`src/rtl/rr_mux_arbiter.sv`:
```
// rr_mux_arbiter
//   Selects one of NUM_CH producer channels and forwards its data word to a single
//   shared consumer through one registered output stage. The channel is chosen
//   either directly through sel (mode=0) or by round-robin arbitration over the
//   valid channels (mode=1). Both sides use valid/ready handshakes. A word can be
//   accepted in the same cycle the held word is consumed, so throughput is
//   1 word/cycle.
//
// Ports
//   clk        rising-edge clock
//   rst        asynchronous reset, active-high
//   mode       0 = direct select via sel, 1 = round-robin
//   sel        channel select, used only when mode=0
//   in_data    channel c occupies in_data[c*WIDTH +: WIDTH]
//   in_valid   per-channel data valid
//   in_ready   per-channel accept, one-hot or zero
//   out_data   registered selected data
//   out_ch     index of the channel that supplied out_data
//   out_valid  out_data/out_ch valid
//   out_ready  consumer accepts the output
module rr_mux_arbiter #(
  parameter int NUM_CH = 4,
  parameter int WIDTH  = 3,
  parameter int SEL_W  = $clog2(NUM_CH)
) (
  input  logic                    clk,
  input  logic                    rst,
  input  logic                    mode,
  input  logic [SEL_W-1:0]        sel,
  input  logic [NUM_CH*WIDTH-1:0] in_data,
  input  logic [NUM_CH-1:0]       in_valid,
  output logic [NUM_CH-1:0]       in_ready,
  output logic [WIDTH-1:0]        out_data,
  output logic [SEL_W-1:0]        out_ch,
  output logic                    out_valid,
  input  logic                    out_ready
);

  logic [WIDTH-1:0] data_p0;
  logic [SEL_W-1:0] ch_p0;
  logic             vld_p0;
  logic [SEL_W-1:0] ptr;

  logic             load;
  logic             cand_hit;
  logic [SEL_W-1:0] cand;
  logic [WIDTH-1:0] cand_data;
  logic             xfer;

  // First valid channel scanning ptr, ptr+1, ..., wrapping at NUM_CH (which need
  // not be a power of two). Returns {found, index}.
  function automatic logic [SEL_W:0] rr_pick(input logic [NUM_CH-1:0] v,
                                             input logic [SEL_W-1:0]  p);
    logic             found;
    logic [SEL_W-1:0] pick;
    logic [SEL_W-1:0] idx_s;
    int               idx;
    found = 1'b0;
    pick  = '0;
    for (int i = 0; i < NUM_CH; i++) begin
      idx = int'(p) + i;
      if (idx >= NUM_CH) idx = idx - NUM_CH;
      idx_s = SEL_W'(idx);
      if (!found && v[idx_s]) begin
        found = 1'b1;
        pick  = idx_s;
      end
    end
    return {found, pick};
  endfunction

  function automatic logic [SEL_W-1:0] ptr_next(input logic [SEL_W-1:0] c);
    return (int'(c) == NUM_CH - 1) ? '0 : c + 1'b1;
  endfunction

  // The output register can take a word when empty or when its word leaves now.
  assign load = !vld_p0 || out_ready;

  // Candidate choice never looks at in_ready, so there is no handshake loop.
  always_comb begin
    logic [SEL_W:0] rr;
    rr       = rr_pick(in_valid, ptr);
    cand_hit = 1'b0;
    cand     = '0;
    if (!mode) begin
      cand_hit = (int'(sel) < NUM_CH);
      cand     = sel;
    end else begin
      cand_hit = rr[SEL_W];
      cand     = rr[SEL_W-1:0];
    end
  end

  // In direct mode the selected channel is offered ready even when it is not
  // valid; a transfer still needs both.
  always_comb begin
    in_ready  = '0;
    cand_data = '0;
    for (int c = 0; c < NUM_CH; c++) begin
      if (cand == SEL_W'(c)) begin
        in_ready[c] = !rst && load && cand_hit;
        cand_data   = in_data[c*WIDTH +: WIDTH];
      end
    end
  end

  assign xfer = |(in_valid & in_ready);

  // ---- stage p0: output register and round-robin pointer ----
  always_ff @(posedge clk or posedge rst) begin
    if (rst) begin
      vld_p0  <= 1'b0;
      data_p0 <= '0;
      ch_p0   <= '0;
      ptr     <= '0;
    end else if (xfer) begin
      vld_p0  <= 1'b1;
      data_p0 <= cand_data;
      ch_p0   <= cand;
      if (mode) ptr <= ptr_next(cand);
    end else if (out_ready) begin
      // Word consumed with nothing new: drop valid, keep last data/channel.
      vld_p0 <= 1'b0;
    end
  end

  assign out_data  = data_p0;
  assign out_ch    = ch_p0;
  assign out_valid = vld_p0;

endmodule

```
`config.mk`:
```
export PLATFORM = sky130hd
export DESIGN_NAME = rr_mux_arbiter
export DESIGN_NICKNAME = d
export VERILOG_FILES = /design/src/rtl/rr_mux_arbiter.sv
export SDC_FILE = /design/constraint.sdc
export NUM_CORES = 1
export LEC_CHECK = 0
export BUFFER_PORTS_ARGS = -buffer_cell sky130_fd_sc_hd__buf_4
export CORE_MARGIN = 1.5
export CORE_UTILIZATION = 45
export DETAILED_ROUTE_END_ITERATION = 6
export PLACE_DENSITY = 0.78
export SYNTH_ARGS = -nofsm -noshare
export SYNTH_HDL_FRONTEND = slang
export SYNTH_SLANG_ARGS = --single-unit
```
`constraint.sdc`:
```
create_clock -name clk -period 3.55 [get_ports clk]
set_clock_uncertainty 0.15 [all_clocks]
set_input_delay 0.355 -clock clk [delete_from_list [all_inputs] [get_ports clk]]
set_output_delay 0.355 -clock clk [all_outputs]
set_load 0.02 [all_outputs]
```
==> results.tsv <==
stage	metric	value	unit
status	outcome	completed	
logic_synthesis	Seq/Total Area, Yosys	0.295	
worst_setup_path	crit path max fanout	11	
run	max_cap viols	0	
clock_tree	TritonCTS clock tree	built	
logic_synthesis	main combinational cell family by area after synthesis	simple AND/OR/NAND/NOR gates	
worst_setup_path	R2R cell count	11	
routing	vias per cell	5.73	
sta	final setup fails	0	
routing	# DRC	0	
layout	most common cell after layout, fill and taps aside	buf_4	
layout	layout cell share with drive strength beyond 1	0.351	
die	row count	13	
worst_setup_path	CP top delay family	simple AND/OR/NAND/NOR gates	
clock_tree	Clock Sinks	8	
routing	Avg WL per Cell	14.3	µm
clock_tree	Post-CTS Resized	0	
grt	gr usage total	0.236	
worst_setup_path	CP Class	register to register	
layout	multi-input logic area	438	µm²
clock_tree	clk slew on worst S/H paths	0.05	ns
grt	largest net degree at the start of global routing	12	
worst_setup_path	Critical Path Stages	11	
worst_setup_path	Slowest-stage cell, CP	dfrtp_1	
logic_synthesis	Synth cell types	32	
sta	Hold Fails Final Rpt	0	
sta	Slew Limit Fails	0	
worst_hold_path	Worst Hold Class	input port to register	
logic_synthesis	mux share of post-synthesis cell area	0.0148	
layout	number of diodes	0	
placement	post-DP HPWL	1410	µm
logic_synthesis	Ys Warns	0	
worst_setup_path	Crit path required time	3.57	ns
die	CORE AREA	0.00135	mm²
layout	fin nets	142	
sta	period utilisation layout	0.851	
layout	commonest cells after routing, fill and taps aside	32 x buf_4, 10 x a21oi_1, 8 x dfrtp_1	
worst_hold_path	hold path depth	3	
logic_synthesis	Post-Synth Simple-Gate Area	0.325	
logic_synthesis	syn_area_per_cell	8.37	µm²
worst_setup_path	crit-path cells	nor3b_1, nor4_2, mux2i_1, nor2_2, inv_1, ha_1, a22oi_1, a211oi_2, buf_4, nor2_1, a21oi_1	
sta	Max Freq	331	MHz
sta	Setup TNS Final	0	ns
logic_synthesis	cell taking the most area after synthesis	dfrtp_1	
logic_synthesis	synth top area cells	dfrtp_1 30%, a21oi_1 7.4%, ha_1 7.4%	
routing	first-pass iteration count of the detailed router	4	
sta	post-route setup slack	0.528	ns
power_and_ir_drop	P_leak	0.442	nW
logic_synthesis	Post-Synthesis Cell Area	678	µm²
clock_tree	Num CTS Buffers	3	
layout	P&R area growth vs syn	39.9	%
routing	DRT Wirelength	1850	µm
worst_setup_path	critical path endpoint category	register	
clock_tree	clock root buffer	clkbuf_4	
grt	total grt overflow	0	
worst_setup_path	CP startpoint kind	register	
layout	Fill cells	108	
routing	initial DRC count	33	
logic_synthesis	share of the synthesized area in the top cell type	0.295	
logic_synthesis	Synth Area in Compound Gates	0.232	
grt	first-pass GRT wire length	3140	µm
clock_tree	Max clock buf depth	2	
routing	Final ANT Viol Nets	0	
placement	dpl ws	0.557	ns
clock_tree	H-Tree Level Count	1	
die	I/O pins	32	
clock_tree	Worst-Skew Late Latency	0.25	ns
placement	IO Port Bufs	31	
power_and_ir_drop	PwrDens	643	mW/mm²
logic_synthesis	Synth Area in Adders	0.0738	
die	Die Width	41.8	µm
die	Die H	41.8	µm
die	initial cell density of the core	0.502	
sta	Max-slew headroom	0.702	
worst_setup_path	Worst EP arrival	3.04	ns
worst_setup_path	CP Buf/Inv Count	2	
placement	GPL Wtd Cong	0.944	
logic_synthesis	post-synthesis xor/xnor area fraction	0	
logic_synthesis	Yosys reg bits	8	
sta	clock period minus worst slack	3.02	ns
logic_synthesis	Gate Count Post-Synth	81	
logic_synthesis	Syn Nets	107	
routing	routed vias	739	
power_and_ir_drop	worst-case vdd ir drop	0.000496	V
grt	vias in the first global route	705	
die	total die area	0.00175	mm²
sta	unrepaired setup endpoints after global routing	no	
grt	initial antenna violation count	0	
sta	Slew @ Worst Pin	0.444	ns
worst_setup_path	largest stage delay on the critical path	0.49	ns
layout	FF/Latch Area	200	µm²
[per-layer routing]
metal / share of wire / global-route usage / vias to the layer above / routed length, µm
met2: 0.48 / 0.384 / 41 / 894
met3: 0.10 / 0.0652 / 6 / 184
met4: 0.016 / 0.0968 / 0 / 30
met1: 0.40 / 0.293 / 328 / 738
met5: 0 / 0 / - / 0
li1: - / - / 364 / -
[what timing repair did]
item / CTS / global route
endpoints found under the hold margin: 8 / 0
setup buffers: 0 / 0
hold buffers: 1 / 0
[per-stage QoR]
stage	instance area, µm²	utilization	std cells	total power, mW	hold WS [ns]
after floorplan	678	-	81	0.414	0.0207
after global placement	916	0.678	125	0.532	0.186
after detailed placement	916	0.678	125	0.538	0.190
after CTS	948	0.703	129	0.612	0.251
after global routing	948	0.703	129	0.660	0.260
final	948	0.703	129	0.610	0.263
[path summary, 6_finish.rpt]
check	startpoint	end	slack, ns
max in group asynchronous	rst	ptr[1]	2.55
max	ptr[0]	out_data[0]	0.53
min in group asynchronous	rst	ptr[0]	0.47
min	mode	ptr[0]	0.26
max reg2reg	ptr[0]	out_data[0]	0.53
min reg2reg	out_data[2]	out_data[2]	0.39
[tightest hold or removal path: cells and delay by family]
family / cells / cell delay (ns)
buffers and inverters: 1 / 0.13
AND/OR/NAND/NOR: 1 / 0.07
AO/OA/AOI/OAI: 1 / 0.06
[registers in the layout, summed over array words and instances (netlist names)]
signal,cells
out_data,3
out_ch,2
out_valid,1
ptr,2
[Yosys cell counts]
master	number
or4_1	1
inv_1	5
nand3_1	1
nand4bb_1	1
nor2_2	1
nand2_1	2
o21ai_0	3
nand4_1	2
and2_1	5
nor2b_1	6
o31ai_1	1
o21ai_1	1
nor3_1	5
buf_6	1
ha_1	4
nor2_1	6
a21oi_1	10
nor4bb_1	1
nor4_2	1
nand4b_1	1
nor4b_1	1
o2bb2ai_1	1
mux2i_1	1
a2bb2oi_1	1
a22oi_1	2
buf_2	2
a211oi_2	1
or2_2	1
a21oi_2	1
a221oi_1	3
nor3b_1	1
dfrtp_1	8
[cell families (layout without fill, tap and decap cells)]
kind of cell	count (synthesis)	count (layout)
fa+ha+maj	4	4
simple gates	36	36
flops	8	8
buf+inv	8	41
mux	1	1
compound gates	24	24
[power breakdown]
part           switching, mW  internal (mW)
Combinational          0.201          0.165
Sequential            0.0424          0.135
Clock                 0.0282         0.0385
Total                  0.271          0.339
[cell type report]
cell class	count	share of cell area
Multi-Input combinational cell	65	0.462
Timing Repair Buffer	33	0.264
Sequential cell	8	0.211
Clock buffer	3	0.0237
Inverter	5	0.0198
Tap cell	15	0.0198
No activity file was read; power rests on OpenSTA's default activity.
